<file path="src/rtl/reg_file_dump.sv">
// Register file with 2^ADDR_WIDTH x DATA_WIDTH storage, two combinational read ports,
// one write port with write-to-read bypass, and a valid/ready engine that streams every register.
module reg_file_dump #(
  parameter int DATA_WIDTH = 32,
  parameter int ADDR_WIDTH = 5,
  parameter bit ZERO_REG   = 1'b1
) (
  input  logic                  clk,
  input  logic                  rst_n,
  input  logic [ADDR_WIDTH-1:0] i_r1,
  input  logic [ADDR_WIDTH-1:0] i_r2,
  output logic [DATA_WIDTH-1:0] d1,
  output logic [DATA_WIDTH-1:0] d2,
  input  logic                  regwrite,
  input  logic [ADDR_WIDTH-1:0] write_register,
  input  logic [DATA_WIDTH-1:0] write_data,
  input  logic                  dump_start,
  output logic                  dump_busy,
  output logic                  dump_valid,
  input  logic                  dump_ready,
  output logic [ADDR_WIDTH-1:0] dump_addr,
  output logic [DATA_WIDTH-1:0] dump_data,
  output logic                  dump_done
);

  localparam int DEPTH = 1 << ADDR_WIDTH;
  localparam logic [ADDR_WIDTH-1:0] LAST_IDX = {ADDR_WIDTH{1'b1}};
  localparam logic [ADDR_WIDTH-1:0] ONE_IDX  = ADDR_WIDTH'(1);

  typedef enum logic [1:0] {
    ST_IDLE = 2'd0,
    ST_SEND = 2'd1,
    ST_DONE = 2'd2
  } state_e;

  logic [DATA_WIDTH-1:0] mem_q [DEPTH];
  logic [DATA_WIDTH-1:0] mem_d [DEPTH];
  state_e                state_q, state_d;
  logic [ADDR_WIDTH-1:0] addr_q, addr_d;
  logic [DATA_WIDTH-1:0] data_q, data_d;
  logic                  wr_en;

  // A write to the hardwired-zero index is dropped entirely, so it never bypasses either.
  assign wr_en = regwrite && !(ZERO_REG && (write_register == '0));

  // Value of a register as it will be after the current edge (bypass included).
  function automatic logic [DATA_WIDTH-1:0] read_word(input logic [ADDR_WIDTH-1:0] idx);
    if (wr_en && (write_register == idx)) begin
      read_word = write_data;
    end else if (ZERO_REG && (idx == '0)) begin
      read_word = '0;
    end else begin
      read_word = mem_q[idx];
    end
  endfunction

  assign d1 = read_word(i_r1);
  assign d2 = read_word(i_r2);

  // Next array contents.
  always_comb begin
    mem_d = mem_q;
    if (wr_en) begin
      mem_d[write_register] = write_data;
    end else begin
      mem_d = mem_q;
    end
  end

  // Storage array.
  always_ff @(posedge clk or negedge rst_n) begin
    if (!rst_n) begin
      for (int i = 0; i < DEPTH; i++) begin
        mem_q[i] <= '0;
      end
    end else begin
      mem_q <= mem_d;
    end
  end

  // Dump engine next state; a captured word is held until the consumer takes it.
  always_comb begin
    state_d = state_q;
    addr_d  = addr_q;
    data_d  = data_q;
    case (state_q)
      ST_IDLE: begin
        if (dump_start) begin
          state_d = ST_SEND;
          addr_d  = '0;
          data_d  = read_word('0);
        end else begin
          state_d = ST_IDLE;
        end
      end
      ST_SEND: begin
        if (dump_ready) begin
          if (addr_q == LAST_IDX) begin
            state_d = ST_DONE;
          end else begin
            addr_d = addr_q + ONE_IDX;
            data_d = read_word(addr_q + ONE_IDX);
          end
        end else begin
          state_d = ST_SEND;
        end
      end
      ST_DONE: state_d = ST_IDLE;
      default: state_d = ST_IDLE;
    endcase
  end

  // Dump engine registers.
  always_ff @(posedge clk or negedge rst_n) begin
    if (!rst_n) begin
      state_q <= ST_IDLE;
      addr_q  <= '0;
      data_q  <= '0;
    end else begin
      state_q <= state_d;
      addr_q  <= addr_d;
      data_q  <= data_d;
    end
  end

  assign dump_valid = (state_q == ST_SEND);
  assign dump_busy  = (state_q != ST_IDLE);
  assign dump_done  = (state_q == ST_DONE);
  assign dump_addr  = addr_q;
  assign dump_data  = data_q;

endmodule

</file>
<file path="config.mk">
export PLATFORM = sky130hd
export DESIGN_NAME = reg_file_dump
export DESIGN_NICKNAME = d
export VERILOG_FILES = /design/src/rtl/reg_file_dump.sv
export SDC_FILE = /design/constraint.sdc
export NUM_CORES = 2
export LEC_CHECK = 0
export BUFFER_PORTS_ARGS = -buffer_cell sky130_fd_sc_hd__buf_4
export CORE_UTILIZATION = 40
export CTS_BUF_LIST = sky130_fd_sc_hd__clkbuf_8
export DETAILED_ROUTE_END_ITERATION = 10
export PLACE_DENSITY = 0.66
export SYNTH_ARGS = -nofsm -noshare
export SYNTH_HDL_FRONTEND = slang
export SYNTH_SLANG_ARGS = --single-unit
</file>
<file path="constraint.sdc">
create_clock -name clk -period 5.8 [get_ports clk]
set_input_delay 0.58 -clock clk [delete_from_list [all_inputs] [get_ports clk]]
set_output_delay 0.58 -clock clk [all_outputs]
set_load 0.05 [all_outputs]
</file>
==> impl_results.rst <==
.. list-table::
   :header-rows: 1

   * - Metric
     - Value
   * - Run status
     - finished, violations left
   * - Violations in the final reports
     - design-rule violations
   * - Nets
     - 4111
   * - Number of global-route vias before repair
     - 43400
   * - Compound-gate portion of the synthesized area
     - 3.13%
   * - Clock latency on the worst-skew pair
     - 0.96 ns
   * - Flip-flop and latch count after synthesis
     - 1063
   * - Post-CTS setup buffer count
     - 0
   * - Syn. warnings
     - 0
   * - Power density normalized to cell area
     - 393 nW/um^2
   * - Dominant register cell in the synthesized netlist
     - sky130_fd_sc_hd__dfrtp_1
   * - Biggest area consumer among synthesized cells
     - sky130_fd_sc_hd__dfrtp_1
   * - Fmax
     - 208 MHz
   * - Max clock buf depth
     - 3
   * - Average cell area after synthesis
     - 15.7 sq um
   * - Area share of and/or/nand/nor cells after synthesis
     - 1.44%
   * - Unrepaired setup endpoints after global routing
     - no
   * - WP data required
     - 5.22 ns
   * - Peak per-stage delay on the critical path
     - 1.01 ns
   * - Pin count of the biggest net entering global routing
     - 161
   * - Classification of the worst-slack hold path
     - primary input to register
   * - Final hold violation count
     - 0
   * - Mux contribution to synthesized area
     - 50.5%
   * - Synthesized net count
     - 4177
   * - Total clock sinks
     - 1063
   * - Total DRC errors in the routed layout
     - 4
   * - Proportion of register bits with asynchronous set or reset after synthesis
     - 100%
   * - Number of different library cells in the post-synthesis netlist
     - 45
   * - Post-Syn Area
     - 64500 sq um
   * - Area of all placed cells without fillers
     - 71400 sq um
   * - Number of flops mapped to enable cells by yosys
     - 0
   * - Launch instance of the worst register-to-register path
     - dump_addr[1]$_DFFE_PN0P_
   * - Adder-cell area share of the yosys netlist
     - 0.0582%
   * - CTS buffer count
     - 179
   * - Area contributors post-synth
     - sky130_fd_sc_hd__dfrtp_1 (41%), sky130_fd_sc_hd__mux4_2 (29%), sky130_fd_sc_hd__mux2_1 (15%), sky130_fd_sc_hd__mux2_2 (6.3%), sky130_fd_sc_hd__clkbuf_1 (1.8%)
   * - Global route overflow
     - 0
   * - Setup TNS after final layout
     - 0 ns
   * - Time the final worst path needs with I/O delays and setup
     - 4.81 ns
   * - Static power due to leakage
     - 30.0 nW
   * - Number of instances in the synthesized netlist
     - 4122
   * - Y dimension of the die
     - 404 um
   * - Effective utilization at floorplan
     - 40.2%
   * - Max-slew violation count
     - 0
   * - Standard cell area after detailed placement
     - 67700 sq um
   * - Iteration-0 DRC count of the detailed router
     - 5304
   * - Final-report setup violation count
     - 0
   * - Peak fanout along the critical path
     - 31
   * - Die Span X
     - 404 um
   * - Post-CTS clock slew at the launch and capture registers of the worst setup and hold paths
     - 0.06 ns
   * - Area added between synthesis and finish
     - 10.6%
   * - Core ar.
     - 160000 sq um
   * - CTS Hold Bufs
     - 2
   * - TritonCTS clock tree
     - done
   * - Fraction of the cycle the final worst path needs
     - 82.9%
   * - Cell type with the highest occurrence count on the critical path
     - sky130_fd_sc_hd__buf_4
   * - Final clock skew
     - 0.0322 ns
   * - Largest family of logic cells by synthesized area
     - multiplexers
   * - H-Tree Depth
     - 4
   * - Antenna Nets Post-Route
     - 0
   * - Crit path kind
     - primary input to output pin
   * - List of cells traversed by the critical path
     - buf_4, nor3_1, a21bo_2, nor4_2, or2_2, buf_4, o31ai_1, buf_4
   * - Critical Path Start Type
     - primary input
   * - Number of ports placed on the die boundary
     - 156
   * - Vias per Instance
     - 6.73
   * - Post-DP HPWL
     - 123000 um
   * - Final Wtd Congestion
     - 0.844
   * - Startpoint of the lowest-slack hold path
     - write_data[28]
   * - Die outline area
     - 163000 sq um
   * - Post-cts sizing count
     - 0
   * - Max_slew headroom
     - 3.13%
   * - Buffer type at the clock tree root
     - sky130_fd_sc_hd__clkbuf_8
   * - Global-route wire length before repair
     - 321000 um
   * - Combined global-route utilization of all metal layers
     - 27.3%
   * - Total wire length after detailed routing
     - 220000 um
   * - Xor-xnor portion of the synthesized cell area
     - 0.287%
   * - First-pass iteration count of the detailed router
     - 9
   * - Initial antenna violation count
     - 10
   * - Via count of the routed design
     - 42700
   * - CP Data Arrival Time
     - 4.23 ns
   * - Area share of the largest cell type after synthesis
     - 41.2%
   * - Timing startpoint of the critical path
     - write_register[4]
   * - Worst slew pin tran
     - 1.45 ns
   * - Layout cell share with drive strength beyond 1
     - 42.1%
   * - Port Buffers
     - 155
   * - Average wire per standard cell
     - 34.7 um
   * - Seq/Total Area, Yosys
     - 41.2%
   * - Slowest-stage cell, CP
     - sky130_fd_sc_hd__o31ai_1
   * - Standard-cell row count
     - 147
   * - Category of the worst setup path capture point
     - output pin
   * - Max-cap check violation count
     - 0
   * - Worst supply voltage drop on vdd
     - 0.000512 V
[placed cells by master (no fill, tap or decap), types with 5 or more instances in the layout]
master / n
sky130_fd_sc_hd__dfrtp_1: 1062
sky130_fd_sc_hd__mux4_2: 839
sky130_fd_sc_hd__mux2_1: 832
sky130_fd_sc_hd__mux2_2: 362
sky130_fd_sc_hd__clkbuf_8: 223
sky130_fd_sc_hd__buf_4: 216
sky130_fd_sc_hd__o22ai_1: 95
sky130_fd_sc_hd__inv_1: 65
sky130_fd_sc_hd__o31ai_1: 63
sky130_fd_sc_hd__nand2_1: 41
sky130_fd_sc_hd__nor2b_1: 36
sky130_fd_sc_hd__a22oi_1: 32
sky130_fd_sc_hd__buf_12: 29
sky130_fd_sc_hd__nor2_1: 28
sky130_fd_sc_hd__mux2i_1: 25
sky130_fd_sc_hd__a21oi_1: 24
sky130_fd_sc_hd__a221o_1: 20
sky130_fd_sc_hd__clkinv_2: 18
sky130_fd_sc_hd__nor2_4: 17
sky130_fd_sc_hd__nand2_4: 15
sky130_fd_sc_hd__a22o_1: 13
sky130_fd_sc_hd__o21ai_1: 12
sky130_fd_sc_hd__nand2b_1: 12
sky130_fd_sc_hd__xnor2_1: 11
sky130_fd_sc_hd__a221oi_1: 11
sky130_fd_sc_hd__a211oi_1: 5
sky130_fd_sc_hd__or2_2: 5
sky130_fd_sc_hd__nand3_1: 5
sky130_fd_sc_hd__nand3b_1: 5
sky130_fd_sc_hd__o21ai_0: 5
sky130_fd_sc_hd__bufinv_16: 5
sky130_fd_sc_hd__buf_8: 5
[cell usage after synthesis, types with 16 or more instances]
library cell               instances
sky130_fd_sc_hd__clkbuf_1        304
sky130_fd_sc_hd__o31ai_1          66
sky130_fd_sc_hd__o22ai_1          95
sky130_fd_sc_hd__a221o_1          20
sky130_fd_sc_hd__dfrtp_1        1063
sky130_fd_sc_hd__mux2i_1          25
sky130_fd_sc_hd__mux2_1          832
sky130_fd_sc_hd__nand2_1          59
sky130_fd_sc_hd__nor2b_1          37
sky130_fd_sc_hd__buf_4            17
sky130_fd_sc_hd__nand2b_1         16
sky130_fd_sc_hd__a22oi_1          32
sky130_fd_sc_hd__mux2_2          362
sky130_fd_sc_hd__buf_2            99
sky130_fd_sc_hd__mux4_2          839
sky130_fd_sc_hd__buf_1            72
sky130_fd_sc_hd__a21oi_1          24
sky130_fd_sc_hd__nor2_1           45
[flip-flops by register name (all words and copies together), names as in the netlist]
register	cells
state_q	2
dump_data	32
mem_q	1024
dump_addr	5
[area by class of cell]
type                    count  area, sq um
diodes                      3         7.51
clock buffers             223         3070
clock inverters            91          515
fillers                 14200        89000
inverters                   2         7.51
multi-input cells        2555        36100
flip-flops and latches   1063        26600
well taps                2160         2700
repair buffers            255         2330
[logic make-up after synthesis]
| logic type | Yosys count |
|---|---|
| AOI/OAI and AO/OA | 287 |
| muxes | 2058 |
| DFF | 1063 |
| xor gates and xnor gates | 18 |
| buffers and inverters | 504 |
| adders and majority gates | 3 |
| and+or+nand+nor | 189 |
[final timing paths]
check                      cells past startpoint                  endpoint  slack [ns]
max                                            8                    d2[17]        0.99
min                                            2    mem_q[700]$_DFFE_PN0P_        0.13
max reg2reg                                    7  dump_data[9]$_DFFE_PN0P_        1.92
min reg2reg                                    0   mem_q[1005]$_DFFE_PN0P_        0.41
max in group asynchronous                      3     mem_q[92]$_DFFE_PN0P_        4.01
min in group asynchronous                      2    mem_q[906]$_DFFE_PN0P_        0.23
[critical path: cells and delay by family]
family / cells / cell delay [ns]
buffers and inverters: 3 / 0.96
AOI/OAI and AO/OA: 2 / 1.41
and+or+nand+nor: 3 / 1.25
[per-stage QoR]
stage | std cells | power, mW | utilization [%] | setup slack [ns] | hold slack [ns]
final | 6352 | 28.0 | 44.5 | 0.990 | 0.134
after CTS | 6349 | 28.1 | 44.5 | 1.13 | 0.0733
after global placement | 6033 | 21.0 | 42.2 | 1.17 | 0.397
after detailed placement | 6033 | 21.2 | 42.2 | 1.15 | 0.402
after global routing | 6351 | 29.2 | 44.5 | 0.860 | 0.147
after floorplan | 4122 | 18.1 | - | 1.76 | 0.284
[power breakdown]
part | switching, mW | total, mW | leakage [nW] | internal [mW]
clock network | 3.24 | 6.90 | 2.09 | 3.66
registers | 1.40 | 10.2 | 13.6 | 8.85
logic | 5.04 | 10.9 | 14.2 | 5.86
[metal layers]
metal | GRT usage (%) | routed length [um]
met3 | 8.34 | 24300
met2 | 40.5 | 99600
met4 | 11.3 | 9370
met1 | 37.2 | 87000
met5 | 0 | 69
No activity file was read; power rests on OpenSTA's default activity.
